==> config.mk <==
export PLATFORM = sky130hd
export DESIGN_NAME = obi_bram_port_ctrl
export DESIGN_NICKNAME = d
export VERILOG_FILES = /design/src/rtl/obi_bram_port_ctrl.sv
export SDC_FILE = /design/constraint.sdc
export NUM_CORES = 1
export LEC_CHECK = 0
export ABC_CLOCK_PERIOD_IN_PS = 2900
export CAP_MARGIN = 25
export CORE_AREA = 2 2 101 103
export CTS_BUF_LIST = sky130_fd_sc_hd__clkbuf_4 sky130_fd_sc_hd__clkbuf_8
export CTS_CLUSTER_DIAMETER = 60
export DETAILED_ROUTE_END_ITERATION = 10
export DIE_AREA = 0 0 103 105
export PLACE_DENSITY = 0.69
export SLEW_MARGIN = 10
export SYNTH_ARGS = -nofsm -noshare
export SYNTH_HDL_FRONTEND = slang
export SYNTH_SLANG_ARGS = --single-unit
==> constraint.sdc <==
create_clock -name clk_i -period 2.9 [get_ports clk_i]
set_input_delay 0.58 -clock clk_i [delete_from_list [all_inputs] [get_ports clk_i]]
set_output_delay 0.58 -clock clk_i [all_outputs]
set_load 0.02 [all_outputs]
==> src/rtl/obi_bram_port_ctrl.sv <==
// Request-side controller for one port of a byte-write block RAM shared by an
// instruction-fetch manager (m0, read-only) and a load/store manager (m1).
// Arbitrates, decodes the address window, drives the RAM port and tracks the
// fixed read latency so each response returns to the manager that issued it.
module obi_bram_port_ctrl #(
    parameter int unsigned             ADDR_WIDTH     = 32,
    parameter int unsigned             RAM_ADDR_WIDTH = 17,
    parameter logic [ADDR_WIDTH-1:0]   BASE_ADDR      = '0,
    parameter int unsigned             LATENCY        = 2
) (
    input  logic                      clk_i,
    input  logic                      rst_ni,
    input  logic                      m0_req_i,
    output logic                      m0_gnt_o,
    input  logic [ADDR_WIDTH-1:0]     m0_addr_i,
    output logic                      m0_rvalid_o,
    output logic [31:0]               m0_rdata_o,
    output logic                      m0_err_o,
    input  logic                      m1_req_i,
    output logic                      m1_gnt_o,
    input  logic [ADDR_WIDTH-1:0]     m1_addr_i,
    input  logic                      m1_we_i,
    input  logic [3:0]                m1_be_i,
    input  logic [31:0]               m1_wdata_i,
    output logic                      m1_rvalid_o,
    output logic [31:0]               m1_rdata_o,
    output logic                      m1_err_o,
    output logic                      ram_en_o,
    output logic [3:0]                ram_we_o,
    output logic [RAM_ADDR_WIDTH-1:0] ram_addr_o,
    output logic [31:0]               ram_wdata_o,
    output logic                      ram_regce_o,
    output logic                      ram_rst_o,
    input  logic [31:0]               ram_rdata_i
);

    typedef enum logic {
        MGR0 = 1'b0,
        MGR1 = 1'b1
    } mgr_e;

    typedef struct packed {
        logic valid;
        mgr_e id;
        logic is_write;
        logic err;
    } track_t;

    mgr_e                  last_q;
    logic                  contended;
    logic                  sel_m1;
    logic                  accepted;
    logic                  req_we;
    logic                  in_range;
    logic [ADDR_WIDTH-1:0] req_addr;
    logic [ADDR_WIDTH-1:0] offset;
    logic [31:0]           rsp_data;
    track_t                next_entry;
    track_t                rsp;
    track_t [LATENCY-1:0]  stage_q;

    // Round-robin arbitration and request mux; grants are masked during reset
    always_comb begin
        contended = m0_req_i & m1_req_i;
        sel_m1    = m1_req_i & (~m0_req_i | (last_q == MGR0));
        m0_gnt_o  = rst_ni & m0_req_i & ~sel_m1;
        m1_gnt_o  = rst_ni & sel_m1;
        accepted  = m0_gnt_o | m1_gnt_o;
        req_addr  = sel_m1 ? m1_addr_i : m0_addr_i;
        req_we    = sel_m1 & m1_we_i;
        offset    = req_addr - BASE_ADDR;
        in_range  = (offset >> (RAM_ADDR_WIDTH + 2)) == '0;
    end

    // RAM port drive; everything returns to zero when nothing is accepted
    always_comb begin
        ram_en_o    = accepted & in_range;
        ram_we_o    = '0;
        ram_addr_o  = '0;
        ram_wdata_o = '0;
        if (accepted) begin
            ram_addr_o = offset[RAM_ADDR_WIDTH+1:2];
        end
        if (accepted && in_range && req_we) begin
            ram_we_o    = m1_be_i;
            ram_wdata_o = m1_wdata_i;
        end
    end

    // Last-winner register, updated only when both managers competed
    always_ff @(posedge clk_i or negedge rst_ni) begin
        if (!rst_ni) begin
            last_q <= MGR1;
        end else if (contended) begin
            last_q <= sel_m1 ? MGR1 : MGR0;
        end
    end

    // Entry loaded into the first tracking stage
    always_comb begin
        next_entry          = '0;
        next_entry.valid    = accepted;
        next_entry.id       = sel_m1 ? MGR1 : MGR0;
        next_entry.is_write = req_we;
        next_entry.err      = ~in_range;
    end

    generate
        if (LATENCY == 1) begin : g_lat1
            // Single tracking stage, matches a RAM without output register
            always_ff @(posedge clk_i or negedge rst_ni) begin
                if (!rst_ni) begin
                    stage_q <= '0;
                end else begin
                    stage_q[0] <= next_entry;
                end
            end
            assign ram_regce_o = 1'b0;
        end else begin : g_latn
            // Tracking shift register, shifts every cycle unconditionally
            always_ff @(posedge clk_i or negedge rst_ni) begin
                if (!rst_ni) begin
                    stage_q <= '0;
                end else begin
                    stage_q <= {stage_q[LATENCY-2:0], next_entry};
                end
            end
            assign ram_regce_o = stage_q[0].valid & ~stage_q[0].err;
        end
    endgenerate

    assign ram_rst_o = 1'b0;

    // Response routing from the last tracking stage
    always_comb begin
        rsp         = stage_q[LATENCY-1];
        rsp_data    = (rsp.valid && !rsp.is_write && !rsp.err) ? ram_rdata_i : '0;
        m0_rvalid_o = rsp.valid & (rsp.id == MGR0);
        m1_rvalid_o = rsp.valid & (rsp.id == MGR1);
        m0_err_o    = m0_rvalid_o & rsp.err;
        m1_err_o    = m1_rvalid_o & rsp.err;
        m0_rdata_o  = m0_rvalid_o ? rsp_data : '0;
        m1_rdata_o  = m1_rvalid_o ? rsp_data : '0;
    end

endmodule

==> key figures <==
Setup path
  – RR Startpoint: last_q
  – Crit path largest cell delay: 0.34 ns
  – Top delay family on crit path: simple AND/OR/NAND/NOR gates
  – Buf+Inv Stages, Crit Path: 3
  – Crit start category: primary input
  – CP max FO: 9
  – CP most frequent cell: nor4_4
  – Crit path required time: 2.32 ns
  – Crit. End Element: primary output
  – Worst Path Arrival: 2.28 ns
  – Critical path startpoint: m1_addr_i[31]
  – Kind of critical path: in2out
  – Critical path cell sequence: dlygate4sd2_1 > nor4_4 > nand2_4 > nor4_4 > bufbuf_16 > and2_2 > clkdlybuf4s15_2
  – Critical-path top delay cell: nor4_4

Timing
  – RSZ-0062 raised after global routing: true
  – Final setup viols: 0
  – Worst setup margin: 0.0448 ns
  – Max Fclk: 350 MHz
  – Slew Limit Fails: 0
  – Final hold viol count: 0
  – Clock skew: 0.00532 ns
  – Part of the cycle the worst path needs: between 90% and 100%
  – Min cycle time layout: 2.86 ns
  – Setup TNS: 0 ns

Clock tree
  – H-tree Lvls: 1
  – Clock-pin slew on the worst setup and hold paths: 0.04 ns
  – Clock buffer count from CTS: 3
  – Hold Buf Count CTS: 0
  – TritonCTS clock tree: done
  – CTS Buffer Depth: 2
  – CTS Sinks: 9
  – Root buffer cell: clkbuf_8
  – Skew-Pair Late Insertion Delay: 0.23 ns

Cells and area
  – Finished Layout Cells: 604
  – Syn-to-layout area delta: 200%
  – Number of diodes: 0
  – FILL cells: around 1000
  – # nets final: 609
  – Layout cells sized above 1: 19.5%

Power
  – Pleak: 1.85 nW
  – Switching portion of total power: 31.5%
  – Maximum vdd drop: 0.102 mV
  – Clock share of power: 20.4%
  – Tot Pwr: 0.000708 W
  – P per Cell Area: 169 mW/mm2
  – Sw power: 0.000223 W
  – Sequential share of power: 22.4%
  – Logic gate share of total power: 57.2%
  – Pint: 0.000485 W

Route
  – Total number of vias: 2387
  – Via density: a little under 4
  – DRT iter0 DRCs: 62
  – Drc violations: 0
  – Antenna viol nets, final: 0
  – Final WL: 8430 um
  – Routed WL per cell: 14.0 um
  – Pre-Repair DR Iteration Count: 4

Floorplanning
  – Die height: between 100 and 150 um
  – Row cnt: 36
  – Die W: approximately 100 um
  – Core area: 0.00964 mm2
  – Die area: 0.0108 mm2
  – Num ports: 263
  – Starting Density: 14.5%

Place
  – Place WS: -0.513 ns
  – HPWL after DPL: 7400 um
  – Routability cong.: 0.780
  – Dpl cells: 594
  – Port buffer count: 257

Flow run
  – Max_cap viols: 0

Yosys
  – Post-Synth Adder-Cell Area: 0%
  – Syn_area_per_cell: between 6 and 7 um2
  – Sequential area share after synthesis: 16.2%
  – Main combinational cell family by area after synthesis: simple AND/OR/NAND/NOR gates
  – XOR/XNOR Fraction of Synth Area: 0.628%
  – Cells after synthesis: 208
  – Syn_nets: 345
  – Post-synthesis register bit count: 9
  – Synth Area in Simple Gates: roughly two thirds
  – Compound-gate portion of the synthesized area: under 10%
  – Synth cell types: 27
  – Post-synthesis mux area share: 0%
  – Syn. warnings: 0
  – Synthesized area: 0.00140 mm2

Global route
  – Largest net degree at the start of global routing: 33
  – First-pass GRT wire length: between 10000 and 15000 um
  – Remaining Overflow, GRT: 0
  – Vias in the first global route: 2345
  – Initial antenna violation count: 0
  – GR Util All Layers: 14.6%

Worst hold path
  – Min-delay src: stage_q[2]
  – Hold crit path type: reg2reg

Run status
  – Outcome: finished clean
[final cells by class]
| type | instances | area, um2 | area share, % |
|---|---|---|---|
| Multi-Input combinational cell | 182 | 1130 | 27.0 |
| Clock inverter | 1 | 5.00 | 0.120 |
| Sequential cell | 9 | 226 | 5.41 |
| Inverter | 2 | 7.51 | 0.179 |
| Timing Repair Buffer | 274 | 2610 | 62.4 |
| Clock buffer | 3 | 41.3 | 0.986 |
| Tap cell | 133 | 166 | 3.97 |
[synth_stat cells (all sizes together)]
library cell / n / share of area [%]
a21bo: 1 / 0.72
a21oi: 17 / 6.1
and2: 104 / 49
and3: 2 / 0.90
buf: 7 / 3.9
clkbuf: 8 / 2.2
conb: 1 / 0.27
dfrtp: 8 / 14
dfstp: 1 / 1.9
inv: 2 / 0.54
nand2: 38 / 10
nand4: 1 / 0.45
nor2: 3 / 0.81
nor2b: 2 / 0.90
nor3: 1 / 0.36
nor3b: 2 / 1.1
nor4: 6 / 3.8
o21a: 1 / 0.54
o21ai: 1 / 0.63
or3: 1 / 0.81
xnor2: 1 / 0.63
[flip-flops by register name, indices dropped and copies added (netlist names)]
signal,count
rsp,4
stage_q,4
last_q,1
[power by group through the flow]
stage                     Clock (W)  Sequential [W]  Combinational [W]
final                      0.000144        0.000159           0.000405
after global routing       0.000162        0.000160           0.000432
after CTS                  0.000152        0.000159           0.000408
after detailed placement          0        0.000160           0.000410
after global placement            0        0.000159           0.000405
after floorplan                   0        0.000157           0.000131
[layer usage]
layer	vias to the layer above	share of wire (%)	track usage, %
li1	1173	-	-
met1	1041	33	14.0
met2	167	53	28.2
met3	6	13	5.22
met4	0	1.1	3.95
met5	-	0	0
[worst paths after layout]
check                                  end  slack, ns  cells past startpoint
min                                 rsp[2]       0.35                      0
min in group asynchronous       stage_q[0]       0.51                      2
max                        ram_wdata_o[31]       0.04                      7
max reg2reg                     stage_q[0]       1.32                      6
max in group asynchronous           last_q       2.16                      2
min reg2reg                         rsp[2]       0.35                      0
[per-stage QoR]
stage	hold slack (ns)	util [%]	cell area, um2
floorplan	0.284	-	1400
global placement	0.334	43.1	4150
detailed placement	0.338	43.1	4150
CTS	0.348	44.1	4250
global route	0.352	43.4	4190
finish	0.345	43.4	4190
[logic make-up after synthesis]
logic type                after synthesis
and+or+nand+nor                       160
AOI/OAI and AO/OA                      20
buffers and inverters                  17
DFF                                     9
xor gates and xnor gates                1
other                                   1
[worst reg2reg max path: stages, from the launching register on]
cell and delay (ns):
dfstp_2 0.54, a21bo_2 0.14, buf_4 0.23, nand4_1 0.14, nor4_2 0.20, buf_4 0.18, nor2_1 0.04
[repair_timing]
item / in CTS / in global routing
setup buffers: 5 / 0
endpoints found under the setup margin: 55 / 30
cloned: 2 / 0
endpoints found under the hold margin: 0 / 0
resized for setup: 145 / 20
pin swaps: 8 / 2
[cells in the final DEF, fill, tap and decap left out, drive strengths merged, types with 2 or more instances in the layout]
cell | netlist | final
buf | 7 | 43
nor4 | 6 | 6
dfrtp | 8 | 8
a21oi | 17 | 17
and3 | 2 | 2
nor3b | 2 | 2
clkbuf | 8 | 4
inv | 2 | 2
nor2 | 3 | 3
nor2b | 2 | 2
and2 | 104 | 104
dlymetal6s2s | 0 | 5
nand2 | 38 | 38
clkdlybuf4s50 | 0 | 201
clkdlybuf4s15 | 0 | 9
dlygate4sd2 | 0 | 14
Note: power is estimated with default switching activity, not from simulation.
